## src/rtl/hd_match_selector.sv

```systemverilog
`default_nettype none
// ============================================================================
//  Module   : hd_match_selector
//  Purpose  : Binary-descriptor matcher. Latches a query descriptor, streams
//             candidate descriptors through a 3-stage Hamming-distance pipe
//             (XOR -> two half popcounts -> sum), and tracks the best and
//             second-best distances. One ratio-tested result per query.
//  Ports    : clk, rst_n        - clock / asynchronous active-low reset
//             start, query      - begin a search, query sampled with start
//             busy              - high whenever the FSM is not idle
//             cand_valid/ready  - candidate beat handshake
//             cand_desc/idx/last- candidate descriptor, index, final flag
//             res_valid/ready   - result handshake (held until consumed)
//             res_idx/dist/dist2- best index, best and second-best distance
//             res_match         - MAX_DIST and ratio tests both passed
//             res_count         - candidates accepted (saturating)
//  Revision : 1.0 - initial release
// ============================================================================
module hd_match_selector #(
    parameter int DESC_W    = 128,
    parameter int IDX_W     = 10,
    parameter int DIST_W    = 8,
    parameter int MAX_DIST  = 64,
    parameter int RATIO_NUM = 3,
    parameter int RATIO_DEN = 4
) (
    input  logic              clk,
    input  logic              rst_n,
    input  logic              start,
    input  logic [DESC_W-1:0] query,
    output logic              busy,
    input  logic              cand_valid,
    output logic              cand_ready,
    input  logic [DESC_W-1:0] cand_desc,
    input  logic [IDX_W-1:0]  cand_idx,
    input  logic              cand_last,
    output logic              res_valid,
    input  logic              res_ready,
    output logic [IDX_W-1:0]  res_idx,
    output logic [DIST_W-1:0] res_dist,
    output logic [DIST_W-1:0] res_dist2,
    output logic              res_match,
    output logic [IDX_W:0]    res_count
);

    localparam int                c_half_w    = DESC_W / 2;
    localparam logic [DIST_W-1:0] c_sentinel  = '1;
    localparam logic [DIST_W-1:0] c_max_dist  = DIST_W'(MAX_DIST);
    localparam logic [DIST_W+3:0] c_ratio_num = (DIST_W+4)'(RATIO_NUM);
    localparam logic [DIST_W+3:0] c_ratio_den = (DIST_W+4)'(RATIO_DEN);
    localparam logic [IDX_W:0]    c_count_max = '1;

    typedef enum logic [1:0] {
        ST_IDLE   = 2'd0,
        ST_STREAM = 2'd1,
        ST_DRAIN  = 2'd2,
        ST_DONE   = 2'd3
    } state_t;

    // ------------------------------------------------------------------
    // Registers
    // ------------------------------------------------------------------
    state_t              r_state;
    logic                r_busy;
    logic                r_cand_ready;
    logic                r_res_valid;
    logic                r_res_match;
    logic [DESC_W-1:0]   r_query;
    logic [DIST_W-1:0]   r_best;
    logic [DIST_W-1:0]   r_second;
    logic [IDX_W-1:0]    r_best_idx;
    logic [IDX_W:0]      r_count;

    // Pipeline stage 1: XOR
    logic                r_s1_valid;
    logic                r_s1_last;
    logic [IDX_W-1:0]    r_s1_idx;
    logic [DESC_W-1:0]   r_s1_xor;
    // Pipeline stage 2: half popcounts
    logic                r_s2_valid;
    logic                r_s2_last;
    logic [IDX_W-1:0]    r_s2_idx;
    logic [DIST_W-1:0]   r_s2_lo;
    logic [DIST_W-1:0]   r_s2_hi;
    // Pipeline stage 3: full distance
    logic                r_s3_valid;
    logic                r_s3_last;
    logic [IDX_W-1:0]    r_s3_idx;
    logic [DIST_W-1:0]   r_s3_dist;

    // ------------------------------------------------------------------
    // Combinational
    // ------------------------------------------------------------------
    logic                w_cand_fire;
    logic [DIST_W-1:0]   w_best_nxt;
    logic [DIST_W-1:0]   w_second_nxt;
    logic [IDX_W-1:0]    w_idx_nxt;
    logic [DIST_W+3:0]   w_ratio_lhs;
    logic [DIST_W+3:0]   w_ratio_rhs;
    logic                w_match;

    function automatic logic [DIST_W-1:0] popcount_half(input logic [c_half_w-1:0] v);
        logic [DIST_W-1:0] n;
        n = '0;
        for (int k = 0; k < c_half_w; k++) begin
            n = n + DIST_W'(v[k]);
        end
        return n;
    endfunction

    // cand_ready is registered and only ever high in STREAM, so it alone
    // qualifies a transfer.
    assign w_cand_fire = cand_valid & r_cand_ready;

    // Best/second-best tracking on the stage-3 output. Strict compares keep
    // the earlier index on a tie for best while the tie still lands in second.
    always_comb begin
        w_best_nxt   = r_best;
        w_second_nxt = r_second;
        w_idx_nxt    = r_best_idx;
        if (r_s3_valid) begin
            if (r_s3_dist < r_best) begin
                w_second_nxt = r_best;
                w_best_nxt   = r_s3_dist;
                w_idx_nxt    = r_s3_idx;
            end else if (r_s3_dist < r_second) begin
                w_second_nxt = r_s3_dist;
            end
        end
    end

    // Ratio test evaluated on the post-update values so the final beat is
    // included when the result is registered on DONE entry. Operands are
    // widened by 4 bits so the products cannot truncate.
    assign w_ratio_lhs = {4'b0000, w_best_nxt}   * c_ratio_den;
    assign w_ratio_rhs = {4'b0000, w_second_nxt} * c_ratio_num;
    assign w_match     = (w_best_nxt <= c_max_dist) && (w_ratio_lhs < w_ratio_rhs);

    // ------------------------------------------------------------------
    // Distance pipeline: one beat per cycle, never stalls
    // ------------------------------------------------------------------
    always_ff @(posedge clk or negedge rst_n) begin
        if (!rst_n) begin
            r_s1_valid <= 1'b0;
            r_s1_last  <= 1'b0;
            r_s1_idx   <= '0;
            r_s1_xor   <= '0;
            r_s2_valid <= 1'b0;
            r_s2_last  <= 1'b0;
            r_s2_idx   <= '0;
            r_s2_lo    <= '0;
            r_s2_hi    <= '0;
            r_s3_valid <= 1'b0;
            r_s3_last  <= 1'b0;
            r_s3_idx   <= '0;
            r_s3_dist  <= '0;
        end else begin
            r_s1_valid <= w_cand_fire;
            r_s1_last  <= cand_last;
            r_s1_idx   <= cand_idx;
            r_s1_xor   <= r_query ^ cand_desc;

            r_s2_valid <= r_s1_valid;
            r_s2_last  <= r_s1_last;
            r_s2_idx   <= r_s1_idx;
            r_s2_lo    <= popcount_half(r_s1_xor[c_half_w-1:0]);
            r_s2_hi    <= popcount_half(r_s1_xor[DESC_W-1:c_half_w]);

            r_s3_valid <= r_s2_valid;
            r_s3_last  <= r_s2_last;
            r_s3_idx   <= r_s2_idx;
            r_s3_dist  <= r_s2_lo + r_s2_hi;
        end
    end

    // ------------------------------------------------------------------
    // Control FSM with registered outputs and result tracking
    // ------------------------------------------------------------------
    always_ff @(posedge clk or negedge rst_n) begin
        if (!rst_n) begin
            r_state      <= ST_IDLE;
            r_busy       <= 1'b0;
            r_cand_ready <= 1'b0;
            r_res_valid  <= 1'b0;
            r_res_match  <= 1'b0;
            r_query      <= '0;
            r_best       <= c_sentinel;
            r_second     <= c_sentinel;
            r_best_idx   <= '0;
            r_count      <= '0;
        end else begin
            case (r_state)
                ST_IDLE: begin
                    if (start) begin
                        r_state      <= ST_STREAM;
                        r_busy       <= 1'b1;
                        r_cand_ready <= 1'b1;
                        r_res_match  <= 1'b0;
                        r_query      <= query;
                        r_best       <= c_sentinel;
                        r_second     <= c_sentinel;
                        r_count      <= '0;
                    end
                end
                ST_STREAM: begin
                    r_best     <= w_best_nxt;
                    r_second   <= w_second_nxt;
                    r_best_idx <= w_idx_nxt;
                    if (w_cand_fire) begin
                        if (r_count != c_count_max) begin
                            r_count <= r_count + 1'b1;
                        end
                        if (cand_last) begin
                            r_state      <= ST_DRAIN;
                            r_cand_ready <= 1'b0;
                        end
                    end
                end
                ST_DRAIN: begin
                    r_best     <= w_best_nxt;
                    r_second   <= w_second_nxt;
                    r_best_idx <= w_idx_nxt;
                    if (r_s3_valid && r_s3_last) begin
                        r_state     <= ST_DONE;
                        r_res_valid <= 1'b1;
                        r_res_match <= w_match;
                    end
                end
                ST_DONE: begin
                    if (res_ready) begin
                        r_state     <= ST_IDLE;
                        r_res_valid <= 1'b0;
                        r_busy      <= 1'b0;
                    end
                end
                default: begin
                    r_state      <= ST_IDLE;
                    r_busy       <= 1'b0;
                    r_cand_ready <= 1'b0;
                    r_res_valid  <= 1'b0;
                end
            endcase
        end
    end

    assign busy       = r_busy;
    assign cand_ready = r_cand_ready;
    assign res_valid  = r_res_valid;
    assign res_idx    = r_best_idx;
    assign res_dist   = r_best;
    assign res_dist2  = r_second;
    assign res_match  = r_res_match;
    assign res_count  = r_count;

endmodule
`default_nettype wire
```

## config.mk

```make
export PLATFORM = sky130hd
export DESIGN_NAME = hd_match_selector
export DESIGN_NICKNAME = d
export VERILOG_FILES = /design/src/rtl/hd_match_selector.sv
export SDC_FILE = /design/constraint.sdc
export NUM_CORES = 1
export LEC_CHECK = 0
export CAP_MARGIN = 20
export CORE_ASPECT_RATIO = 0.8
export CORE_MARGIN = 3
export CORE_UTILIZATION = 53
export CTS_CLUSTER_DIAMETER = 120
export DETAILED_ROUTE_END_ITERATION = 10
export PLACE_DENSITY = 0.81
export RECOVER_POWER = 100
export SLEW_MARGIN = 25
export SYNTH_ARGS = -nofsm -noshare
export SYNTH_HDL_FRONTEND = slang
export SYNTH_SLANG_ARGS = --single-unit
```

## constraint.sdc

```tcl
create_clock -name clk -period 6.62 [get_ports clk]
set_input_delay 0.993 -clock clk [delete_from_list [all_inputs] [get_ports clk]]
set_output_delay 0.993 -clock clk [all_outputs]
set_load 0.02 [all_outputs]
```

[Word level (Yosys, flattened, before mapping)]
Index checks and enable logic that the tools add are counted.
Word-level totals
  input bits: 272
  register bits: 359
Cells by class
  add/subtract/negate cells: 128
  equality and inequality tests: 10
  $lt $le $gt $ge: 4
  muxes and demuxes: 29
  reduce and logical (&&, ||, !) cells: 18
  bitwise operators: 2
  $mul: 1
Operators by type and width (count)
  8-bit by 1-bit adder with 8-bit output: 112
  128-bit bitwise XOR: 1
  8-bit two-way mux: 6
  11-bit two-way mux: 3
  8-bit one-hot mux with 2 select lines: 2
  11-bit one-hot mux with 2 select lines: 1
  7-bit by 1-bit adder with 8-bit output: 2
  8-bit < comparator: 2
  6-bit by 1-bit adder with 7-bit output: 2
  5-bit by 1-bit adder with 6-bit output: 2
  2-bit inequality test (second input constant): 6
  3-bit AND reduction: 4
  11-bit by 1-bit adder with 11-bit output (second input constant): 1
  11-bit inequality test (second input constant): 1
  4-bit by 1-bit adder with 5-bit output: 2
  10-bit < comparator: 1
  8-bit by 2-bit multiplier with 10-bit output (second input constant): 1
  2-bit two-way mux: 5
  2-bit nonzero test: 5
  3-bit by 1-bit adder with 4-bit output: 2
  8-bit adder: 1
  8-bit by 7-bit less-or-equal comparator with 1-bit output (second input constant): 1
  1-bit one-hot mux with 2 select lines: 4
  2-bit one-hot mux with 4 select lines: 1
  12 further kinds: 24

[Logic depth before layout (Yosys ltp)]
Gate-level depths: netlist of the first run.
  depth in word-level cells: 63
  mapped depth: 24
  depth with buffers taken out: 22

[Worst setup path before layout of the first run]
OpenSTA, ideal clock, no wires.
  path kind: flip-flop to flip-flop
  from: reg r_s1_xor[64]
  to: reg r_s2_hi[6]
  setup time: 124 ps
  arrival: 5574 ps
  cell stages (with the launch flop): 19
  buffers on the path: 0
  path slack: 922 ps
  cells stage by stage: dfrtp_1 inv_1 fa_1 inv_1 fa_1 fa_1 fa_1 fa_1 fa_1 fa_1 inv_1 fa_1 inv_1 fa_1 a21o_1 a21oi_1 inv_1 a21oi_1 o21bai_1
On the way
  word-level cells in the longest chain between the ends: 63
Ends and longest elaborated chain
  from (decl): RTL line 78  | logic [DESC_W-1:0] r_s1_xor;
  from (signal assigned): RTL line 161  | r_s1_xor <= r_query ^ cand_desc;
  1-bit by 1-bit adder with 2-bit output: RTL line 106  | n = n + DIST_W'(v[k]);
  2-bit by 1-bit adder with 3-bit output: RTL line 106
  3-bit by 1-bit adder with 4-bit output: RTL line 106
  4-bit by 1-bit adder with 5-bit output: RTL line 106
  5-bit by 1-bit adder with 6-bit output: RTL line 106
  6-bit by 1-bit adder with 7-bit output: RTL line 106
  7-bit by 1-bit adder with 8-bit output: RTL line 106
  8-bit by 1-bit adder with 8-bit output (56 in series): RTL line 106
  to (signal assigned): RTL line 167  | r_s2_hi <= popcount_half(r_s1_xor[DESC_W-1:c_half_w]);
  to (decl): RTL line 84  | logic [DIST_W-1:0] r_s2_hi;
Every way passes these cells.
A chain may end at the register's enable or synchronous reset.

[Worst setup path after layout of the first run]
  from: reg r_s1_xor[111]
  to: reg r_s2_hi[6]
On the way
  word-level cells in the longest chain between the ends: 17
Ends and longest elaborated chain (RTL line)
  8-bit by 1-bit adder with 8-bit output (17 in series): 106
Every way passes these cells.

==> results of run 1 <==
-- kinds of logic after synthesis --
logic type                 Yosys count  synth area share
AOI/OAI and AO/OA                  107            0.0437
xor gates and xnor gates           156            0.0798
adders and majority gates          180             0.179
buffers and inverters              205            0.0459
DFF                                357             0.523
muxes                              148            0.0972
and+or+nand+nor                    104            0.0308
-- sequential cells by signal (all words and copies together) (netlist names), 7 cells and up --
| signal | cells |
|---|---|
| r_query | 128 |
| r_s1_xor | 128 |
| res_count | 11 |
| r_s1_idx | 10 |
| r_s2_idx | 10 |
| r_s3_idx | 10 |
| res_idx | 10 |
| r_s3_dist | 8 |
| res_dist2 | 8 |
| res_dist | 8 |
| r_s2_hi | 7 |
| r_s2_lo | 7 |
-- worst max path at each step --
stage | cells past startpoint | from | end
after floorplan | 18 | r_s1_xor[64] | r_s2_hi[6]
after CTS | 20 | r_s1_xor[111] | r_s2_hi[6]
after global placement | 19 | r_s1_xor[29] | r_s2_lo[6]
after detailed placement | 20 | r_s1_xor[111] | r_s2_hi[6]
after global routing | 1 | rst_n | r_s1_xor[43]
final | 20 | r_s1_xor[111] | r_s2_hi[6]
-- cell usage after synthesis (all sizes together) (4+ instances only) --
cell type / instances
a21o: 10
a21oi: 30
a31oi: 6
buf: 6
clkbuf: 18
dfrtp: 341
dfstp: 16
fa: 109
ha: 71
inv: 181
mux2: 145
nand2: 24
nand2b: 4
nand3: 22
nand4: 13
nor2: 19
nor2b: 5
nor4: 4
o21ai: 15
o21bai: 6
o22a: 16
xnor2: 12
xor2: 144
-- layout make-up --
class,count,area (µm²),area share
Antenna cell,3,7.51,0.000342
Clock buffer,51,1060,0.0484
Clock inverter,15,195,0.00889
Inverter,181,679,0.0310
Multi-Input combinational cell,695,7370,0.336
Sequential cell,357,8950,0.408
Tap cell,420,526,0.0239
Timing Repair Buffer,315,3150,0.144
-- through the flow --
stage / cell area [µm²] / hold WS [ps]
6_report: 21900 / 341
5_1_grt: 21900 / 345
4_1_cts: 22000 / 348
3_5_place_dp: 20700 / 335
3_3_place_gp: 20700 / 333
2_1_floorplan: 17100 / 331
-- routing by layer --
layer | track usage | up-vias | part of all wire
met3 | 0.0577 | 58 | 0.070
met1 | 0.299 | 5104 | 0.42
met4 | 0.0478 | 8 | 0.017
met5 | 0 | - | 0.0012
li1 | - | 4748 | -
met2 | 0.359 | 280 | 0.49
-- power by group --
group | total, mW | leakage, nW | internal [mW] | switching [mW]
logic | 5.23 | 5.81 | 2.51 | 2.72
clock network | 2.13 | 0.613 | 1.28 | 0.842
registers | 2.51 | 4.51 | 2.44 | 0.0723
total | 9.87 | 10.9 | 6.23 | 3.64
-- worst max-delay path, stage by stage (launching register included) --
cell      delay (ps)
dfrtp_1          330
inv_1             60
fa_1             550
inv_1             50
fa_1             380
fa_1             490
inv_1             50
fa_1             560
inv_1             60
fa_1             530
fa_1             440
fa_1             540
inv_1             50
fa_1             520
inv_1             70
fa_1             450
a21o_1           190
a21oi_1          220
inv_1             60
a21oi_1          140
o21bai_1          70
==> results.py, run 1 <==
metrics = {
    "setup_path": {
        "critical_path_required_ps": 7030,
        "path_max_fanout": 2,
        "worstRegToRegCells": 20,
        "cp_data_arrival_time_ps": 6350,
        "crit_type": "flop to flop",
        "timing.rr.end": "r_s2_hi[6]",
        "endpoint_kind": "flop",
        "ff2ff_setup_slack_ps": 680,
        "start_kind": "flop",
        "r2r-start": "r_s1_xor[111]",
    },
    "route": {
        "detail-route-antenna-nets": 0,
        "num_vias": 10200,
        "wirelength_mm": 36.2,
        "drt_first_iter_violations": 433,
        "dr.pass1.iters": 4,
        "post-route-drc-count": 0,
        "wl_per_cell_um": 17.8,
        "viasPerCell": 5.01,
    },
    "logic_synthesis": {
        "synth_flop_cell": "dfrtp_1",
        "ys_warn_count": 0,
        "ys_seq_elements": 357,
        "syn-cell-area_um2": 17100,
        "synth_largest_area_cell": "dfrtp_1",
        "synth.yosys.seq_area_share": 0.523,
        "syn_inst": 1257,
        "yosys.area.top_type_share": 0.499,
        "async_reset_ff_frac": 1.00,
        "avgSynthCellArea_um2": 13.6,
        "synth.area.top_cells": "dfrtp_1 50%, fa_1 13%, mux2_2 9.5%",
        "synth-edff-count": 0,
        "synth_cell_types": 56,
        "synthesis.nets": 1709,
    },
    "cts": {
        "clk_path_buf_depth": 3,
        "cts-buffers-inserted": 37,
        "clkSinkCount": 357,
        "cts.clk_slew.worst_paths_ps": 60,
        "clk_latency_ps": 530,
        "cts_resized": 0,
        "cts_tree": "yes",
        "ctsRootBufferMaster": "clkbuf_16",
        "hold_buffers": 0,
        "cts_setup_buffers": 0,
        "h-tree-depth": 2,
    },
    "timing": {
        "setup_viol": 0,
        "fmax_mhz": 168,
        "fin_crit_sh": 0.898,
        "relSlewSlack": -2.47,
        "timing.final.ws_setup_ps": 677,
        "drv_slew": 252,
        "skew_ps": 17.6,
        "period_needed_ps": 5940,
        "worst_pin_slew_ps": 5210,
        "tns_ps": 0,
        "hold_viol": 0,
        "rsz0062_at_grt": "no",
    },
    "die": {
        "die_h_um": 167,
        "core_um2": 31600,
        "start_util": 0.541,
        "die_area_um2": 34500,
        "ioPinCount": 313,
        "die_x_um": 207,
        "rows": 58,
    },
    "pwr": {
        "total_power_mw": 9.87,
        "powerDensity_nw_per_um2": 450,
        "p_leak_nw": 10.9,
        "ir_drop_v": 0.000892,
    },
    "grt": {
        "antenna_found_initial": 7,
        "grt_overflow": 0,
        "track_usage": 0.219,
        "grt_pass1_vias": 11500,
        "grt_pass1_wl_mm": 59.4,
        "grt_start_max_net_pins": 176,
    },
    "hold_path": {
        "hp-start": "r_s1_idx[2]",
        "worstHoldPathType": "flop to flop",
        "whs_path_depth": 0,
        "min_to": "r_s2_idx[2]",
    },
    "finish": {
        "num-nets-final": 2039,
        "drive_gt1_frac": 0.142,
        "mostFrequentLayoutCells": "341 x dfrtp_1, 181 x dlygate4sd3_1, 180 x inv_1",
        "finish.utilization": 0.694,
        "layout_commonest_cell": "dfrtp_1",
        "syn_to_final_growth_pct": 28.2,
        "n_fill_cell": 2217,
        "finalNonFillerCells": 2037,
    },
    "status": {
        "violations": "capacitance limit, slew limit",
        "status": "finished, violations left",
    },
    "place": {
        "placed_cells": 1968,
        "port_buffers": 312,
        "dp_hpwl_mm": 27.9,
        "gp_congestion": 0.854,
        "place_ws_ps": 652,
    },
    "run": {
        "drv_cap": 4,
    },
}
Note: power is estimated with default switching activity, not from simulation.
==> inputs of run 2 (changes only) <==
--- a/config.mk
+++ b/config.mk
@@ -8,10 +8,10 @@
 export CAP_MARGIN = 20
 export CORE_ASPECT_RATIO = 0.8
 export CORE_MARGIN = 3
-export CORE_UTILIZATION = 53
+export CORE_UTILIZATION = 50
 export CTS_CLUSTER_DIAMETER = 120
 export DETAILED_ROUTE_END_ITERATION = 10
-export PLACE_DENSITY = 0.81
+export PLACE_DENSITY = 0.77
 export RECOVER_POWER = 100
 export SLEW_MARGIN = 25
 export SYNTH_ARGS = -nofsm -noshare
==> results.py, run 2 (same netlist as run 1, synthesis figures left out) <==
metrics = {
    "timing": {
        "period_needed_ps": 6000,
        "fin_crit_sh": 0.906,
        "relSlewSlack": -2.28,
        "skew_ps": 15.3,
        "tns_ps": 0,
        "timing.hold.ws_ps": 345,
        "drv_slew": 217,
        "setup_viol": 0,
        "worst_pin_slew_ps": 4920,
        "hold_viol": 0,
        "fmax_mhz": 167,
        "rsz0062_at_grt": "no",
        "timing.final.ws_setup_ps": 624,
    },
    "pwr": {
        "power.share.switching": 0.361,
        "seq_power_share": 0.249,
        "total_power_mw": 10.1,
        "powerDensity_nw_per_um2": 455,
        "p_leak_nw": 11.0,
        "clkPwrFrac": 0.238,
        "switchingPower_mw": 3.64,
        "internal_power_mw": 6.43,
        "ir_drop_v": 0.000728,
        "combPwrFrac": 0.513,
    },
    "place": {
        "place_ws_ps": 662,
        "gp_congestion": 0.847,
        "placed_cells": 1977,
        "dpl_cell_area_um2": 20700,
        "dp_hpwl_mm": 28.0,
        "port_buffers": 312,
    },
    "grt": {
        "grt_pass1_vias": 11200,
        "grt_start_max_net_pins": 152,
        "grt_overflow": 0,
        "antenna_found_initial": 8,
        "grt_pass1_wl_mm": 58.5,
        "track_usage": 0.206,
    },
    "cts": {
        "cts_setup_buffers": 0,
        "cts_resized": 0,
        "ctsRootBufferMaster": "clkbuf_16",
        "cts.clk_slew.worst_paths_ps": 60,
        "clk_path_buf_depth": 3,
        "h-tree-depth": 2,
        "hold_buffers": 0,
        "clk_latency_ps": 530,
        "cts_tree": "yes",
        "cts-buffers-inserted": 38,
        "clkSinkCount": 357,
    },
    "route": {
        "drt_first_iter_violations": 491,
        "num_vias": 10100,
        "wl_per_cell_um": 17.8,
        "viasPerCell": 4.93,
        "detail-route-antenna-nets": 0,
        "post-route-drc-count": 0,
        "dr.pass1.iters": 5,
        "wirelength_mm": 36.5,
    },
    "finish": {
        "layout_commonest_cell": "dfrtp_1",
        "syn_to_final_growth_pct": 29.4,
        "finish.utilization": 0.668,
        "mostFrequentLayoutCells": "341 x dfrtp_1, 181 x dlygate4sd3_1, 180 x inv_1",
        "drive_gt1_frac": 0.148,
        "finalNonFillerCells": 2051,
        "fin_area_um2": 22100,
        "num-nets-final": 2042,
        "n_fill_cell": 2383,
    },
    "hold_path": {
        "worstHoldPathType": "flop to flop",
    },
    "die": {
        "rows": 59,
        "start_util": 0.516,
        "die_h_um": 171,
        "die_x_um": 213,
        "core_um2": 33100,
        "die_area_um2": 36500,
        "ioPinCount": 313,
    },
    "setup_path": {
        "start_kind": "flop",
        "critical_path_required_ps": 7030,
        "endpoint_kind": "flop",
        "crit_type": "flop to flop",
        "path_max_fanout": 2,
        "cp_data_arrival_time_ps": 6410,
    },
    "status": {
        "violations": "capacitance limit, slew limit",
        "status": "finished, violations left",
    },
    "run": {
        "drv_cap": 4,
    },
}
run 2: cell count changes in the layout (fill, tap and decap cells not counted):
| cell | delta |
|---|---|
| clkbuf_8 | +6 |
| clkbuf_1 | -5 |
| bufinv_16 | +4 |
| buf_4 | +2 |
| clkinv_4 | -2 |
| diode_2 | +2 |
| buf_6 | -1 |
| clkbuf_2 | -1 |
| clkinvlp_4 | +1 |
| inv_6 | +1 |
run 2: layer usage:
metal,global-route usage,share of wire,routed length (µm)
met1,0.282,0.44,15900
met2,0.329,0.48,17400
met5,0,0.0012,42
met3,0.0578,0.068,2470
met4,0.0503,0.019,690
run 2: final timing paths:
path                       slack [ps]           end  depth (start not counted)          from
setup / recovery                  620    r_s2_hi[6]                         19  r_s1_xor[81]
hold / removal                    340   r_s3_idx[3]                          0   r_s2_idx[3]
setup reg to reg                  620    r_s2_hi[6]                         19  r_s1_xor[81]
hold reg to reg                   340   r_s3_idx[3]                          0   r_s2_idx[3]
max in group asynchronous        1630  r_s1_xor[63]                          1         rst_n
min in group asynchronous        2240  res_count[5]                          1         rst_n
run 2: area by class of cell:
cell class | count | area (µm²) | share of cell area
inverter | 181 | 679 | 0.0307
clock inverter | 19 | 314 | 0.0142
clock buffer | 50 | 1120 | 0.0505
multi-input combinational | 695 | 7370 | 0.333
tap | 427 | 534 | 0.0241
timing repair buffer | 317 | 3160 | 0.143
antenna | 5 | 12.5 | 0.000565
sequential | 357 | 8950 | 0.404
run 2: worst max-delay path: stages (launching register included):
cell and delay [ps]:
dfrtp_1 400, fa_1 570, inv_1 70, fa_1 470, fa_1 510, inv_1 50
fa_1 460, fa_1 510, fa_1 520, inv_1 50, fa_1 450, fa_1 500
inv_1 50, ha_1 200, fa_1 400, a21o_1 190, a21oi_1 210, inv_1 60
a21oi_1 140, o21bai_1 70
run 2: power groups by stage:
stage / registers [mW] / logic, mW / clock network, mW
CTS: 2.51 / 5.31 / 2.45
global placement: 2.55 / 5.13 / 0
detailed placement: 2.55 / 5.27 / 0
floorplan: 2.52 / 4.25 / 0
global route: 2.52 / 6.19 / 2.54
finish: 2.51 / 5.17 / 2.39
==> RTL edit: new RTL, settings of run 2 <==
The parameter `IDX_W` goes from 10 to 9.
--- a/src/rtl/hd_match_selector.sv
+++ b/src/rtl/hd_match_selector.sv
@@ -18,7 +18,7 @@
 // ============================================================================
 module hd_match_selector #(
     parameter int DESC_W    = 128,
-    parameter int IDX_W     = 10,
+    parameter int IDX_W     = 9,
     parameter int DIST_W    = 8,
     parameter int MAX_DIST  = 64,
     parameter int RATIO_NUM = 3,
Interface: changed (resized cand_idx, res_count and res_idx); port bits go from 313 to 310. No check against the original RTL was run, so the function may have changed too.
==> RTL edit against run 2 <==
The flow still finishes with violations (max-capacitance violations, max-slew violations); cell area down 0.76%; via count up 1.5%; synthesized area up 0.55%; setup slack better by 0.025 ns; maximum frequency up 0.42%; wire length down 2.7%; sequential cell count down 5.
Power is not shown: default switching activity piles up to over one toggle a cycle in this logic, so the estimate is an artifact.
==> RTL edit: results (changes against run 2) <==
drt via density: 4.889 (was 4.926)
CTS Buf Count: 37 (was 38)
final wirelength: 35,530 µm (was 36,510 µm)
status: complete, but fails checks (unchanged)
max-cap viol count: 4 (unchanged)
worst hold start: r_s2_valid (was r_s2_idx[3])
r2r endpoint: r_s2_lo[6] (was r_s2_hi[6])
I/O Buffers: 309 (was 312)
worst setup path startpoint: r_s1_xor[35] (was r_s1_xor[81])
hold_ws: 0.3422 ns (was 0.3445 ns)
initial antenna violation count: 5 (was 8)
HPWL after DPL: 27,180 µm (was 28,020 µm)
Seq/Total Area, Yosys: 51.31% (was 52.32%)
Hold EP: r_s3_valid (was r_s3_idx[3])
failing checks: max-capacitance violations, max-slew violations (unchanged)
Worst Max-Slew Pin Slew: 4.915 ns (was 4.921 ns)
Synth area leaders: dfrtp_1, fa_1, mux2_2, xor2_1, ha_1 (unchanged)
max-slew violation count: 242 (was 217)
dpl ws: 0.6426 ns (was 0.6624 ns)
r2r setup slk: 0.65 ns (was 0.62 ns)
final worst slack: 0.6493 ns (was 0.6242 ns)
Syn Nets: 1,756 (was 1,709)
synth cell count leaders: dfrtp_1, inv_1, mux2_2 (unchanged)
worst path arrival time: 6.38 ns (was 6.41 ns)
DRT iter0 DRCs: 518 (was 491)
==> RTL edit: cell types whose count changed after synthesis, sizes merged, moves of 6 or more <==
cell / run 2 / this run
inv: 181 / 204
nand2: 24 / 39
o21ai: 15 / 25
xor2: 144 / 134
nand3: 22 / 13
a22o: 0 / 8
nor3: 3 / 10
mux2: 145 / 139
nand4: 13 / 7
o22a: 16 / 10
==> RTL edit: final cells by class <==
type / count / area (µm²) / share of cell area (%)
repair buffers: 315 / 3142 / 14.30
diodes: 4 / 10.01 / 0.04556
inverters: 205 / 770.7 / 3.508
flip-flops and latches: 352 / 8828 / 40.18
clock buffers: 53 / 1089 / 4.954
clock inverters: 13 / 103.9 / 0.4727
well taps: 434 / 543.0 / 2.472
multi-input cells: 722 / 7485 / 34.07
==> RTL edit: cells by family after synthesis <==
family                     synth area share, %
xor gates and xnor gates                 7.482
adders and majority gates                17.84
muxes                                    9.213
AOI/OAI and AO/OA                        5.192
and+or+nand+nor                          3.854
buffers and inverters                    5.112
DFF                                      51.31
==> RTL edit: worst reg2reg max path, delay by kind of cell (launching register included) <==
| kind | cells | cell delay (ns) |
|---|---|---|
| flip-flops | 1 | 0.32 |
| AO/OA/AOI/OAI | 2 | 0.30 |
| buffers and inverters | 6 | 0.35 |
| adder cells (fa/ha/maj) | 9 | 4.55 |
| AND/OR/NAND/NOR | 4 | 0.33 |
==> RTL edit: layer usage <==
metal	share of wire, %	global-route usage (%)	wire length, µm	vias up
li1	-	-	-	4851
met1	44	27.85	15660	5104
met2	48	31.78	16960	248
met3	6.2	4.861	2190	51
met4	2.0	4.796	698	4
met5	0.065	0	23	-
==> RTL edit: stage by stage <==
stage / area [µm²] / cells
floorplan: 17210 / 1305
global placement: 20810 / 2028
detailed placement: 20810 / 2028
CTS: 22000 / 2094
global route: 21970 / 2096
finish: 21970 / 2098
